## src/rtl/m2p_pkg.sv

```systemverilog
// Shared types and constants for the method-to-pipe serializer.
package m2p_pkg;

  localparam int WORD_W       = 32;
  localparam int HDR_ID_W     = 16;
  localparam int HDR_PORTAL_W = 16;

  typedef enum logic [1:0] {
    IDLE,
    HEADER,
    PAYLOAD
  } state_t;

  // Header beat: method index in the upper half, portal id in the lower half.
  function automatic logic [WORD_W-1:0] make_header(
    input logic [HDR_ID_W-1:0]     id,
    input logic [HDR_PORTAL_W-1:0] portal
  );
    return {id, portal};
  endfunction

endpackage

```

## src/rtl/rr_arbiter.sv

```systemverilog
// Combinational round-robin arbiter: first request after ptr (with wrap) wins.
module rr_arbiter #(
  parameter int N     = 3,
  parameter int IDX_W = (N > 1) ? $clog2(N) : 1
) (
  input  logic [N-1:0]     req,
  input  logic [IDX_W-1:0] ptr,
  output logic [N-1:0]     grant,
  output logic [IDX_W-1:0] idx,
  output logic             any
);

  int               cand;
  logic [IDX_W-1:0] cand_idx;

  always_comb begin
    grant    = '0;
    idx      = '0;
    any      = 1'b0;
    cand     = 0;
    cand_idx = '0;
    for (int k = 1; k <= N; k++) begin
      cand     = (int'(ptr) + k) % N;
      cand_idx = IDX_W'(cand);
      if (!any && req[cand_idx]) begin
        any             = 1'b1;
        grant[cand_idx] = 1'b1;
        idx             = cand_idx;
      end
    end
  end

endmodule

```

## src/rtl/m2p_serializer.sv

```systemverilog
// Marshals N indication methods onto one 32-bit stream: header beat, then only the used payload words.
module m2p_serializer
  import m2p_pkg::*;
#(
  parameter int                       NUM_METHODS = 3,
  parameter int                       MAX_WORDS   = 4,
  parameter logic [NUM_METHODS*8-1:0] METHOD_LEN  = {8'd2, 8'd4, 8'd4},
  parameter logic [15:0]              PORTAL_ID   = 16'd5
) (
  input  logic                                CLK,
  input  logic                                nRST,
  input  logic [NUM_METHODS-1:0]              method_ena,
  output logic [NUM_METHODS-1:0]              method_rdy,
  input  logic [NUM_METHODS*MAX_WORDS*WORD_W-1:0] method_data,
  output logic                                pipe_enq_ena,
  input  logic                                pipe_enq_rdy,
  output logic [WORD_W-1:0]                   pipe_enq_data,
  output logic                                pipe_enq_last
);

  localparam int IDX_W = (NUM_METHODS > 1) ? $clog2(NUM_METHODS) : 1;
  localparam int CNT_W = $clog2(MAX_WORDS + 1);

  logic [7:0] len_tab [NUM_METHODS];

  for (genvar i = 0; i < NUM_METHODS; i++) begin : g_len
    assign len_tab[i] = METHOD_LEN[i*8 +: 8];
    if (int'(METHOD_LEN[i*8 +: 8]) > MAX_WORDS) begin : g_bad_len
      $error("m2p_serializer: METHOD_LEN[%0d] exceeds MAX_WORDS", i);
    end
  end

  state_t                 state, state_n;
  logic [NUM_METHODS-1:0] hold_valid;
  logic [IDX_W-1:0]       rr_ptr;
  logic [CNT_W-1:0]       word_cnt, cnt_n;
  logic [WORD_W-1:0]      hold [NUM_METHODS][MAX_WORDS];
  logic [WORD_W-1:0]      sh [MAX_WORDS];

  logic [NUM_METHODS-1:0] grant;
  logic [IDX_W-1:0]       gidx;
  logic                   gany;
  logic                   xfer, load, adv;
  logic                   ena_n, last_n;
  logic [WORD_W-1:0]      data_n;

  assign method_rdy = ~hold_valid;

  rr_arbiter #(
    .N     (NUM_METHODS),
    .IDX_W (IDX_W)
  ) u_arb (
    .req   (hold_valid),
    .ptr   (rr_ptr),
    .grant (grant),
    .idx   (gidx),
    .any   (gany)
  );

  // Capture stage: per-method holding registers.
  always_ff @(posedge CLK) begin
    for (int i = 0; i < NUM_METHODS; i++) begin
      for (int w = 0; w < MAX_WORDS; w++) begin
        if (method_ena[i]) hold[i][w] <= method_data[(i*MAX_WORDS+w)*WORD_W +: WORD_W];
      end
    end
  end

  // Output stage: shift register feeding payload beats in word order.
  always_ff @(posedge CLK) begin
    if (load) begin
      for (int w = 0; w < MAX_WORDS; w++) sh[w] <= hold[gidx][w];
    end else if (adv) begin
      for (int w = 0; w < MAX_WORDS - 1; w++) sh[w] <= sh[w+1];
    end
  end

  always_comb begin
    xfer    = pipe_enq_ena & pipe_enq_rdy;
    // A new message loads from idle, or on the final beat so the next header follows without a gap.
    load    = gany && ((state == IDLE) || (xfer && pipe_enq_last));
    state_n = state;
    ena_n   = pipe_enq_ena;
    data_n  = pipe_enq_data;
    last_n  = pipe_enq_last;
    cnt_n   = word_cnt;
    adv     = 1'b0;
    if (load) begin
      state_n = HEADER;
      ena_n   = 1'b1;
      data_n  = make_header(HDR_ID_W'(gidx), PORTAL_ID);
      last_n  = (len_tab[gidx] == 8'd0);
      cnt_n   = CNT_W'(len_tab[gidx]);
    end else if (xfer) begin
      if (pipe_enq_last) begin
        state_n = IDLE;
        ena_n   = 1'b0;
        last_n  = 1'b0;
      end else begin
        state_n = PAYLOAD;
        data_n  = sh[0];
        last_n  = (word_cnt == CNT_W'(1));
        cnt_n   = word_cnt - CNT_W'(1);
        adv     = 1'b1;
      end
    end
  end

  always_ff @(posedge CLK or posedge nRST) begin
    if (nRST) begin
      state         <= IDLE;
      hold_valid    <= '0;
      rr_ptr        <= IDX_W'(NUM_METHODS - 1);
      word_cnt      <= '0;
      pipe_enq_ena  <= 1'b0;
      pipe_enq_data <= '0;
      pipe_enq_last <= 1'b0;
    end else begin
      state         <= state_n;
      word_cnt      <= cnt_n;
      pipe_enq_ena  <= ena_n;
      pipe_enq_data <= data_n;
      pipe_enq_last <= last_n;
      hold_valid    <= (hold_valid & ~(load ? grant : '0)) | method_ena;
      if (load) rr_ptr <= gidx;
    end
  end

endmodule

```

## config.mk

```make
export PLATFORM = sky130hd
export DESIGN_NAME = m2p_serializer
export DESIGN_NICKNAME = d
export VERILOG_FILES = /design/src/rtl/m2p_pkg.sv /design/src/rtl/rr_arbiter.sv /design/src/rtl/m2p_serializer.sv
export SDC_FILE = /design/constraint.sdc
export NUM_CORES = 1
export LEC_CHECK = 0
export ABC_AREA = 1
export CAP_MARGIN = 0
export CORE_UTILIZATION = 25
export CTS_CLUSTER_SIZE = 8
export DETAILED_ROUTE_END_ITERATION = 7
export PLACE_DENSITY = 0.55
export SYNTH_ARGS = -nofsm -noshare
export SYNTH_HDL_FRONTEND = slang
export SYNTH_SLANG_ARGS = --single-unit
```

## constraint.sdc

```tcl
create_clock -name CLK -period 7.2 [get_ports CLK]
set_input_delay 2.16 -clock CLK [delete_from_list [all_inputs] [get_ports CLK]]
set_output_delay 2.16 -clock CLK [all_outputs]
set_load 0.01 [all_outputs]
```

; Word level (Yosys, flattened, before mapping)
; Memory sizes are Yosys's and may differ from the RTL's.
; Cells that the tools add are included.
[classes]
order_cmp = 7
n_eq_ne = 2
div_mod_pow = 3
mux = 57
addsub = 4
reduce_logical = 16
bitwise_logic = 11
[ops]
columns = op, count
row1 = 32-bit two-way mux, 6
row2 = "32-bit by 3-bit remainder unit with 32-bit output, second input constant", 3
row3 = 1-bit two-way mux, 29
row4 = 3-bit two-way mux, 7
row5 = 8-bit binary-select mux with 2-bit select, 1
row6 = 8-bit two-way mux, 2
row7 = 2-bit two-way mux, 6
row8 = "2-bit by 3-bit < comparator with 1-bit output, second input constant", 3
row9 = 3-bit bitwise OR, 3
row10 = 8-bit zero test, 1
row11 = 1-bit logical AND, 7
row12 = "2-bit by 2-bit adder with 3-bit output, second input constant", 2
row13 = 1-bit binary-select mux with 2-bit select, 3
row14 = 1-bit demux with 2-bit select, 3
row15 = "2-bit by 1-bit >= comparator with 1-bit output, second input constant", 3
row16 = 3-bit inverter, 2
row17 = 2-bit AND reduction, 2
row18 = 2-bit nonzero test, 2
row19 = "2-bit by 1-bit adder with 3-bit output, second input constant", 1
row20 = 3-bit AND, 1
row21 = "3-bit by 1-bit == test with 1-bit output, second input constant", 1
row22 = "3-bit >= comparator, second input constant", 1
row23 = 2-bit inverter with 3-bit output, 1
row24 = 1-bit bitwise OR, 3
row25 = 6 further kinds, 7
[totals]
ram_bits = 512
mem_count = 2
out_inout_bits = 37
reg_bits = 44
elab_cells = 109
[memory_table]
columns = name, depth, width, read_ports, rd_ports_with_merged_regs, write_ports, line
row1 = hold, 3, 128, 1, 0, 3, m2p_serializer.sv:37  ; logic [WORD_W-1:0] hold [NUM_METHODS][MAX_WORDS];
row2 = sh, 4, 32, 4, 0, 4, m2p_serializer.sv:38  ; logic [WORD_W-1:0] sh [MAX_WORDS];

; Longest topological paths before layout
[logic_depth]
ltp_word = 17
ltp_mapped = 15

; Cells and area by module
; From an unflattened synthesis, not the netlist that was laid out.
[unflattened]
hier_cells = 1683
hier_area_um2 = 21424.3
[modules_own_cells]
columns = module, cells_each, area_each_um2, n_inst
row1 = m2p_serializer, 1619, 21095.2, 1
row2 = rr_arbiter, 64, 329.1, 1

; Worst setup path after synthesis
; OpenSTA, ideal clock, no wires.
[synth_path]
path_kind = in2reg
start = input port pipe_enq_rdy
end = register pipe_enq_data[20]
t_required_ns = 7.079
t_arrival_ns = 4.430
path_buffers = 1
setup_slack_ns = 2.649
stages = 7
path_cell_list = nand2_1 > o22ai_1 > nand2_4 > nand2_2 > inv_1 > buf_2 > a22o_1
[synth_between]
elab_chain_cells = 6
[synth_lines]
columns = element, line
row1 = "start, declared", m2p_serializer.sv:16  ; input logic pipe_enq_rdy,
row2 = 1-bit AND *, m2p_serializer.sv:79  ; xfer = pipe_enq_ena & pipe_enq_rdy;
row3 = 1-bit logical AND, m2p_serializer.sv:81  ; load = gany && ((state == IDLE) || (xfer && pipe_enq_last));
row4 = 1-bit logical OR, m2p_serializer.sv:81
row5 = 1-bit logical AND, m2p_serializer.sv:81
row6 = 2-bit by 1-bit inequality test with 1-bit output (no source line) or 2-bit nonzero test (tied branches), --
row7 = 2-bit AND reduction (no source line), --
row8 = "end signal, assigned", m2p_serializer.sv:122  ; pipe_enq_data <= data_n;
row9 = "end, declared", m2p_serializer.sv:17  ; output logic [WORD_W-1:0] pipe_enq_data,
; Mark *: on every way between the ends. The rest lies on a longest branch, timed or not.
; A chain may end at the register's enable or synchronous reset.

==> results.sh <==
export IMPL_area_delta_synth_final_pct=35.4
export IMPL_synth_top_area_share_pct=70.4
export IMPL_dieHeight_um=297
export IMPL_synth_main_ff_cell="edfxtp_1"
export IMPL_tritoncts="yes"
export IMPL_synth_cell_types=27
export IMPL_yosysMostFrequentCell="edfxtp_1"
export IMPL_layout_setup_ws_ns=2.56
export IMPL_overflow=0
export IMPL_clkTransAtPathRegs_ns=0.05
export IMPL_postCtsHoldBufs=0
export IMPL_drive_gt1_share_pct=5.88
export IMPL_start_kind="primary input"
export IMPL_power_per_cell_area_mw_per_mm2=511
export IMPL_maxCapViolCount=0
export IMPL_htreeDepth=3
export IMPL_drt_drc_violations_left=0
export IMPL_hold_slack_ns=0.472
export IMPL_wl_per_cell_um=20.6
export IMPL_cts_resized=0
export IMPL_required_ns=7.66
export IMPL_vdd_drop_max_v=0.000725
export IMPL_yosys_top_cells_count="edfxtp_1, a21oi_1, inv_1, nand3_1, nand2_1"
export IMPL_cts_sinks=556
export IMPL_dieWidth_um=297
export IMPL_register_area_mm2=0.0165
export IMPL_end_kind="register"
export IMPL_clockRootBuffer="clkbuf_16"
export IMPL_reg2reg_slack_ns=2.72
export IMPL_async_flop_share_pct=7.91
export IMPL_critPathArrivalTime_ns=5.10
export IMPL_drv_slew=0
export IMPL_n_fill_cell=8483
export IMPL_antenna_found_initial=14
export IMPL_io_pins=427
export IMPL_multi_input_area_mm2=0.00406
export IMPL_p_leak_nw=11.2
export IMPL_grt_pass1_vias=15200
export IMPL_yosysSeqAreaShare_pct=75.5
export IMPL_routed_wl_um=68300
export IMPL_slew_headroom_pct=24.6
export IMPL_synth_net_count=2089
export IMPL_tightestPinTransition_ns=1.13
export IMPL_synth_area_per_cell_um2=12.9
export IMPL_initial_core_util_pct=25.2
export IMPL_setup_tns_ns=0
export IMPL_final_nets=2518
export IMPL_synth_edf_count=512
export IMPL_final_setup_viol_count=0
export IMPL_syn_inst=1693
export IMPL_portBuffers=426
export IMPL_worst_setup_path_type="primary input to register"
export IMPL_ys_ff_latch=556
export IMPL_layout_min_cycle_time_ns=4.64
export IMPL_clock_latency_ns=0.62
export IMPL_yosysTopAreaCell="edfxtp_1"
export IMPL_rsz0062_at_grt="false"
export IMPL_initialDrtViolationCount=964
export IMPL_ys_warnings_count=0
export IMPL_hold_violations=0
export IMPL_fmax_mhz=215
export IMPL_gp_congestion=0.772
export IMPL_grt_pass1_wl_um=100000
export IMPL_status="completed"
export IMPL_grt_max_degree=130
export IMPL_finalCritPeriodShare_pct=64.5
export IMPL_cts_setup_buffers=0
export IMPL_dp_hpwl_um=44600
export IMPL_place_ws_ns=1.78
export IMPL_via_count=14600
export IMPL_row_count=108
export IMPL_drt_pass1_iterations=5
export IMPL_core_region_area_mm2=0.0866
export IMPL_drt_vias_per_instance=4.41
export IMPL_synth_area_leaders="edfxtp_1, a21oi_1, dfrtp_1"
export IMPL_cts_max_path_buffers=3
export IMPL_worstPathMaxFanout=87
export IMPL_skew_ns=0.0134
export IMPL_syn_area_mm2=0.0218
export IMPL_dieArea_mm2=0.0885
export IMPL_antenna_left=0
export IMPL_min_delay_path_class="register to register"
export IMPL_cts_made_buffers=81
export IMPL_grt_usage_pct=15.3
worst paths after layout:
| check | from | endpoint | depth (start not counted) |
|---|---|---|---|
| min in group asynchronous | nRST | pipe_enq_data[5] | 3 |
| max in group asynchronous | nRST | pipe_enq_data[12] | 3 |
| max | pipe_enq_rdy | sh[0][92] | 9 |
| min | sh[0][28] | pipe_enq_data[28] | 1 |
| max reg2reg | rr_ptr[0] | sh[0][98] | 14 |
| min reg2reg | sh[0][28] | pipe_enq_data[28] | 1 |
sequential cells by signal (all words and copies together), names as in the netlist:
register	flops
hold	384
sh	128
pipe_enq_data	32
hold_valid	3
word_cnt	3
rr_ptr	2
state	2
pipe_enq_ena	1
pipe_enq_last	1
logic make-up after synthesis:
family	count (synthesis)	share of synthesized area, %
AND/OR/NAND/NOR	483	9.68
buffers and inverters	311	6.17
XOR/XNOR	1	0.0401
flip-flops	556	75.5
AO/OA/AOI/OAI	336	8.28
adder cells (fa/ha/maj)	6	0.344
layout make-up:
cell class / instances / area share, %
diodes: 6 / 0.0508
clock buffers: 109 / 7.29
clock inverters: 11 / 0.669
inverters: 215 / 2.76
multi-input cells: 826 / 13.7
flip-flops and latches: 556 / 55.8
well taps: 1155 / 4.89
repair buffers: 442 / 14.8
through the flow:
stage	std cells	total power [mW]	util (%)	cell area, um^2
6_report	3320	15.1	34.1	29500
3_5_place_dp	3194	11.8	31.4	27200
2_1_floorplan	1693	9.38	-	21800
4_1_cts	3314	15.4	34.1	29500
3_3_place_gp	3194	11.6	31.4	27200
5_1_grt	3320	16.1	34.1	29500
placed cells by master, fill, tap and decap left out, types with 2 or more instances in the layout:
master and n:
a21o_1 2, a21oi_1 224, a22o_1 28, buf_4 16, buf_6 3, bufinv_16 2, clkbuf_1 27, clkbuf_16 82
clkdlybuf4s50_1 423, clkinv_1 2, clkinv_16 2, clkinv_8 2, dfrtp_1 43, diode_2 6, edfxtp_1 512, ha_1 6
inv_1 208, inv_2 5, inv_6 3, nand2_1 168, nand2_4 2, nand2_8 4, nand3_1 206, nand4_1 3
nor2_1 98, o21ai_0 48, o21ai_1 28, o22a_1 2, o22ai_1 2
worst max-delay path: stages:
cell	delay (ns)
clkdlybuf4s50_1	0.41
nand2_1	0.14
o22ai_1	0.12
nand2_4	0.16
nand2_4	0.34
inv_4	0.88
buf_4	0.57
a21oi_1	0.08
a21oi_1	0.21
metal layers:
| metal | part of all wire [%] | global-route usage (%) | vias to the layer above |
|---|---|---|---|
| li1 | - | - | 6800 |
| met2 | 50 | 25.9 | 503 |
| met1 | 42 | 19.4 | 7209 |
| met3 | 5.7 | 3.11 | 119 |
| met4 | 1.9 | 4.81 | 10 |
| met5 | 0.091 | 0 | - |
power by group:
| group | internal [mW] | switching (mW) | total, mW |
|---|---|---|---|
| logic | 1.93 | 4.51 | 6.44 |
| registers | 4.78 | 0.327 | 5.11 |
| clock network | 2.15 | 1.40 | 3.54 |
No activity file was read; power rests on OpenSTA's default activity.
